**src/rtl/vga_anim_sequencer.sv**
```systemverilog
// Per-frame animation controller: turns vsync into a frame strobe and steps the
// scroll offset, circle radius (GROW/HOLD/SHRINK/PAUSE) and palette on each update.
module vga_anim_sequencer #(
  parameter int VSYNC_ACTIVE_LOW = 1,
  parameter int RADIUS_MIN       = 40,
  parameter int RADIUS_MAX       = 200,
  parameter int RADIUS_STEP      = 2,
  parameter int HOLD_FRAMES      = 60,
  parameter int PAUSE_FRAMES     = 30
) (
  input  logic       clk,
  input  logic       rst_n,
  input  logic       vsync,
  input  logic       pause,
  input  logic       step,
  input  logic [1:0] speed,
  output logic [9:0] scroll,
  output logic [9:0] radius,
  output logic [1:0] phase,
  output logic [1:0] palette,
  output logic       frame_tick
);

  typedef enum logic [1:0] {
    GROW   = 2'd0,
    HOLD   = 2'd1,
    SHRINK = 2'd2,
    PAUSE  = 2'd3
  } phase_e;

  localparam logic        VS_INV     = (VSYNC_ACTIVE_LOW != 0);
  localparam logic [9:0]  R_MIN      = 10'(RADIUS_MIN);
  localparam logic [9:0]  R_MAX      = 10'(RADIUS_MAX);
  localparam logic [9:0]  R_STEP     = 10'(RADIUS_STEP);
  localparam logic [10:0] R_MAX_W    = 11'(RADIUS_MAX);
  localparam logic [10:0] R_LOW_W    = 11'(RADIUS_MIN + RADIUS_STEP);
  localparam logic [7:0]  HOLD_LAST  = 8'(HOLD_FRAMES - 1);
  localparam logic [7:0]  PAUSE_LAST = 8'(PAUSE_FRAMES - 1);

  logic        vs_act, ev, st_ev, div_term, upd;
  logic [3:0]  div_lim;
  logic [10:0] grow_sum;
  logic        vs_d1_q, step_d1_q, frame_tick_q;
  logic [2:0]  div_q, div_d;
  logic [9:0]  scroll_q, scroll_d, radius_q, radius_d;
  phase_e      phase_q, phase_d;
  logic [1:0]  pal_q, pal_d;
  logic [7:0]  dwell_q, dwell_d;

  assign vs_act   = vsync ^ VS_INV;
  assign ev       = vs_act & ~vs_d1_q;
  assign st_ev    = step & ~step_d1_q;
  // >= rather than == so lowering speed mid-count fires on the next frame
  assign div_lim  = (4'd1 << speed) - 4'd1;
  assign div_term = ({1'b0, div_q} >= div_lim);
  assign upd      = (ev & ~pause & div_term) | (st_ev & pause);
  assign grow_sum = {1'b0, radius_q} + {1'b0, R_STEP};

  always_comb begin
    div_d    = div_q;
    scroll_d = scroll_q;
    radius_d = radius_q;
    phase_d  = phase_q;
    pal_d    = pal_q;
    dwell_d  = dwell_q;
    if (ev && !pause) begin
      div_d = div_term ? 3'd0 : div_q + 3'd1;
    end
    if (upd) begin
      scroll_d = scroll_q + 10'd1;
      unique case (phase_q)
        GROW: begin
          if (grow_sum >= R_MAX_W) begin
            radius_d = R_MAX;
            phase_d  = HOLD;
            dwell_d  = 8'd0;
          end else begin
            radius_d = grow_sum[9:0];
          end
        end
        HOLD: begin
          if (dwell_q == HOLD_LAST) begin
            phase_d = SHRINK;
            dwell_d = 8'd0;
          end else begin
            dwell_d = dwell_q + 8'd1;
          end
        end
        // compare before subtracting so the radius can never underflow
        SHRINK: begin
          if ({1'b0, radius_q} <= R_LOW_W) begin
            radius_d = R_MIN;
            phase_d  = PAUSE;
            dwell_d  = 8'd0;
          end else begin
            radius_d = radius_q - R_STEP;
          end
        end
        PAUSE: begin
          if (dwell_q == PAUSE_LAST) begin
            phase_d = GROW;
            dwell_d = 8'd0;
            pal_d   = pal_q + 2'd1;
          end else begin
            dwell_d = dwell_q + 8'd1;
          end
        end
        default: phase_d = GROW;
      endcase
    end
  end

  always_ff @(posedge clk or negedge rst_n) begin
    if (!rst_n) begin
      vs_d1_q      <= 1'b0;
      step_d1_q    <= 1'b0;
      frame_tick_q <= 1'b0;
      div_q        <= 3'd0;
      scroll_q     <= 10'd0;
      radius_q     <= R_MIN;
      phase_q      <= GROW;
      pal_q        <= 2'd0;
      dwell_q      <= 8'd0;
    end else begin
      vs_d1_q      <= vs_act;
      step_d1_q    <= step;
      frame_tick_q <= ev;
      div_q        <= div_d;
      scroll_q     <= scroll_d;
      radius_q     <= radius_d;
      phase_q      <= phase_d;
      pal_q        <= pal_d;
      dwell_q      <= dwell_d;
    end
  end

  assign scroll     = scroll_q;
  assign radius     = radius_q;
  assign phase      = phase_q;
  assign palette    = pal_q;
  assign frame_tick = frame_tick_q;

endmodule

```
**config.mk**
```make
export PLATFORM = sky130hd
export DESIGN_NAME = vga_anim_sequencer
export DESIGN_NICKNAME = d
export VERILOG_FILES = /design/src/rtl/vga_anim_sequencer.sv
export SDC_FILE = /design/constraint.sdc
export NUM_CORES = 1
export LEC_CHECK = 0
export ABC_CLOCK_PERIOD_IN_PS = 2400
export CAP_MARGIN = 25
export CORE_ASPECT_RATIO = 1.1
export CORE_MARGIN = 1
export CORE_UTILIZATION = 50
export CTS_CLUSTER_SIZE = 25
export DETAILED_ROUTE_END_ITERATION = 8
export GPL_TIMING_DRIVEN = 0
export HOLD_SLACK_MARGIN = 0.03
export PLACE_DENSITY = 0.7
export SLEW_MARGIN = 25
export SYNTH_ARGS = -nofsm -noshare
export SYNTH_HDL_FRONTEND = slang
export SYNTH_SLANG_ARGS = --single-unit
```
**constraint.sdc**
```tcl
create_clock -name clk -period 2.4 [get_ports clk]
set_input_delay 0.72 -clock clk [delete_from_list [all_inputs] [get_ports clk]]
set_output_delay 0.72 -clock clk [all_outputs]
set_load 0.005 [all_outputs]
```
==> flow_metrics.py <==
metrics = {
    "clock_tree": {
        "cts-root-buf": "clkbuf_8",
        "cts_inserted_buffers": 5,
        "clkTransAtPathRegs_ns": 0.07,
        "ctsHoldBuffers": 0,
        "clkLatencyLatePin_ns": 0.29,
        "clkSinkCount": 37,
        "htree_levels": 2,
        "cts_tree": "yes",
        "clockBufferDepth": 2,
    },
    "grt": {
        "grt_pass1_vias": 1947,
        "use_met3_pct": 5.828,
        "met2_usage_pct": 39.60,
        "grt_antenna_before_repair": 0,
        "grt_max_degree": 29,
        "grt.overflow.total": 0,
        "grt_pass1_wl_mm": 8.873,
        "grtUsageTotal_pct": 23.92,
        "use_met1_pct": 29.10,
        "grt_most_used_layer": "met2",
    },
    "synthesis": {
        "ys_types": 55,
        "synth_cells": 248,
        "yosys_warnings": 0,
        "synth_ff_type": "dfrtp_1",
        "synth_seq_cells": 37,
        "async_flop_share_pct": 100.0,
        "ys_seq_area_share_pct": 39.11,
        "synth_edf_count": 0,
        "syn_area_um2": 2374,
        "synth_nets": 269,
        "syn_avg_cell_area_um2": 9.571,
    },
    "setup_path": {
        "critPathLaunchType": "flip-flop",
        "regToRegSetupSlack_ns": 0.12,
        "arrival_ns": 2.45,
        "rr_endpoint": "phase[1]",
        "critPathRequiredTime_ns": 2.57,
        "reg2reg_from": "radius[1]",
        "critPathKind": "flip-flop to flip-flop",
        "endpoint_kind": "flip-flop",
        "crit_start": "radius[1]",
        "cp_max_fo": 10,
        "worstRegToRegCells": 8,
    },
    "finish": {
        "instances_no_fill": 347,
        "design_area_um2": 3004,
        "drive_gt1_share_pct": 23.55,
        "nets": 313,
        "num_antenna_cells": 0,
        "area_delta_synth_final_pct": 26.57,
    },
    "placement": {
        "pre_cts_ws_ns": -0.7587,
        "dpl_cell_area_um2": 2796,
        "io_buffers": 30,
        "dp_hpwl_mm": 3.603,
        "routabilityCongestion": 0.9290,
        "placed_cells": 333,
    },
    "timing": {
        "drv_slew": 0,
        "setup_violations": 0,
        "fin_crit_ns": 2.278,
        "timing.fmax_mhz": 439.1,
        "tightestPinTransition_ns": 0.5224,
        "fin_skew_ns": 0.01187,
        "rsz0062_at_grt": "false",
        "final_hold_viol_count": 0,
        "holdWs_ns": 0.2995,
        "setup_ws_ns": 0.1224,
        "period_share_pct": 94.90,
        "slew_headroom_pct": 65.17,
    },
    "routing": {
        "drt_pre_antenna_iters": 4,
        "avgRoutedWirePerCell_um": 14.98,
        "vias": 2001,
        "wl_mm": 5.198,
        "drtIter0Drc": 133,
        "drt-vias-per-instance": 5.767,
        "postRouteAntennaNets": 0,
        "drc": 0,
    },
    "floorplanning": {
        "start_util_pct": 53.82,
        "io_pins": 32,
        "fp.dieH_um": 74.26,
        "rows": 25,
        "die-area_um2": 5027,
        "die_x_um": 67.69,
        "core_um2": 4410,
    },
    "pwr": {
        "power_switching_mw": 0.5284,
        "seqPwrFrac_pct": 44.5,
        "switching_share_pct": 28.30,
        "powerDensity_nw_per_um2": 621.5,
        "vdd_drop_max_mv": 0.4464,
        "fin_total_pwr_mw": 1.867,
        "p_leak_nw": 1.280,
        "comb_power_share_pct": 25.9,
        "p_clk_share_pct": 29.6,
        "p_int_mw": 1.339,
    },
    "outcome": {
        "status": "complete, no violations",
    },
    "worst_hold_path": {
        "worst_hold_path_type": "input pin to async pin",
    },
    "run": {
        "maxCapViolCount": 0,
    },
}
-- synth_stat cells (5+ instances only) --
library cell   n  area [µm²]
a21oi_1        8       40.04
and3_1         5       31.28
buf_6          5       56.30
dfrtp_1       35       875.8
ha_1          14       175.2
inv_1         13       48.80
nand2_1       16       60.06
nand2b_1       5       31.28
nand3_1       12       60.06
nand4_1        5       31.28
nor2_1        21       78.83
o21ai_0       15       75.07
o21ai_1        7       35.03
o31ai_1        7       52.55
xnor2_1        8       70.07
-- cell families after synthesis --
family                   Yosys count  share of synthesized area, %
XOR/XNOR                          12                         4.428
multiplexers                       5                         2.425
buffers and inverters             25                         5.904
adder cells (fa/ha/maj)           14                         7.380
other                              1                        0.1580
AO/OA/AOI/OAI                     64                         20.19
flip-flops                        37                         39.11
AND/OR/NAND/NOR                   90                         20.40
-- power groups by stage --
stage	logic, mW	clock network, mW	registers [mW]
6_report	0.484	0.552	0.831
5_1_grt	0.543	0.593	0.846
4_1_cts	0.478	0.567	0.830
3_5_place_dp	0.383	0	0.838
3_3_place_gp	0.373	0	0.836
2_1_floorplan	0.234	0	0.818
-- how the worst max path moves through the flow --
stage,end,slack (ns)
after CTS,dwell_q[3],0.04
after global routing,phase[1],0.006
final,phase[1],0.12
after global placement,dwell_q[3],-0.73
after floorplan,dwell_q[3],-0.10
after detailed placement,dwell_q[7],-0.76
-- cells in the final DEF, fill, tap and decap left out, types with 3 or more instances in the layout --
cell type	n
nand2_1	15
xnor2_1	8
o211ai_1	3
nand4b_1	3
clkdlybuf4s50_1	27
nand4_1	5
clkbuf_2	3
o31ai_2	8
buf_4	8
nand3_1	11
o21ai_1	9
ha_1	13
nor2_1	19
or3_1	3
xor2_1	4
o21ai_0	12
and3_1	5
clkbuf_8	6
nor2b_1	3
nand2b_1	5
buf_2	3
a21oi_1	7
dfrtp_1	35
buf_6	5
inv_1	13
o31ai_1	3
-- routing by layer --
layer,vias to the layer above,routed length [µm]
li1,978,-
met1,968,2302
met2,48,2588
met3,7,243
met4,0,63
met5,-,0
-- through the flow --
stage                     util, %  setup TNS (ns)
after CTS                   68.00               0
after floorplan                 -         -0.5953
after global routing        68.11               0
after global placement      63.06          -26.64
final                       68.11               0
after detailed placement    63.40          -16.94
-- registers in the layout (all words and copies together) (netlist names) --
| register | flops |
|---|---|
| div_q | 3 |
| dwell_q | 8 |
| frame_tick | 1 |
| palette | 2 |
| phase | 2 |
| radius | 9 |
| scroll | 10 |
| step_d1_q | 1 |
| vs_d1_q | 1 |
-- critical path: stages (launching register included) --
cell and delay [ns]:
dfrtp_1 0.46, ha_1 0.30, inv_1 0.12, o32ai_2 0.26, a32o_2 0.20, a221oi_2 0.09, buf_6 0.18, nor3b_4 0.24
mux2_4 0.32
-- final cells by class --
class,instances,area [µm²]
inverters,13,48.80
well taps,54,67.56
multi-input cells,186,1395
plain buffers,11,92.59
flip-flops and latches,37,928.4
fillers,345,1406
repair buffers,38,355.3
clock buffers,7,86.33
clock inverters,1,30.03
-- repair_timing --
item                       in CTS  in global routing
gates resized for setup        18                  7
cloned                          1                  0
setup endpoints to repair      29                 12
pin swaps                       6                  6
setup buffers                   6                  0
No activity file was read; power rests on OpenSTA's default activity.
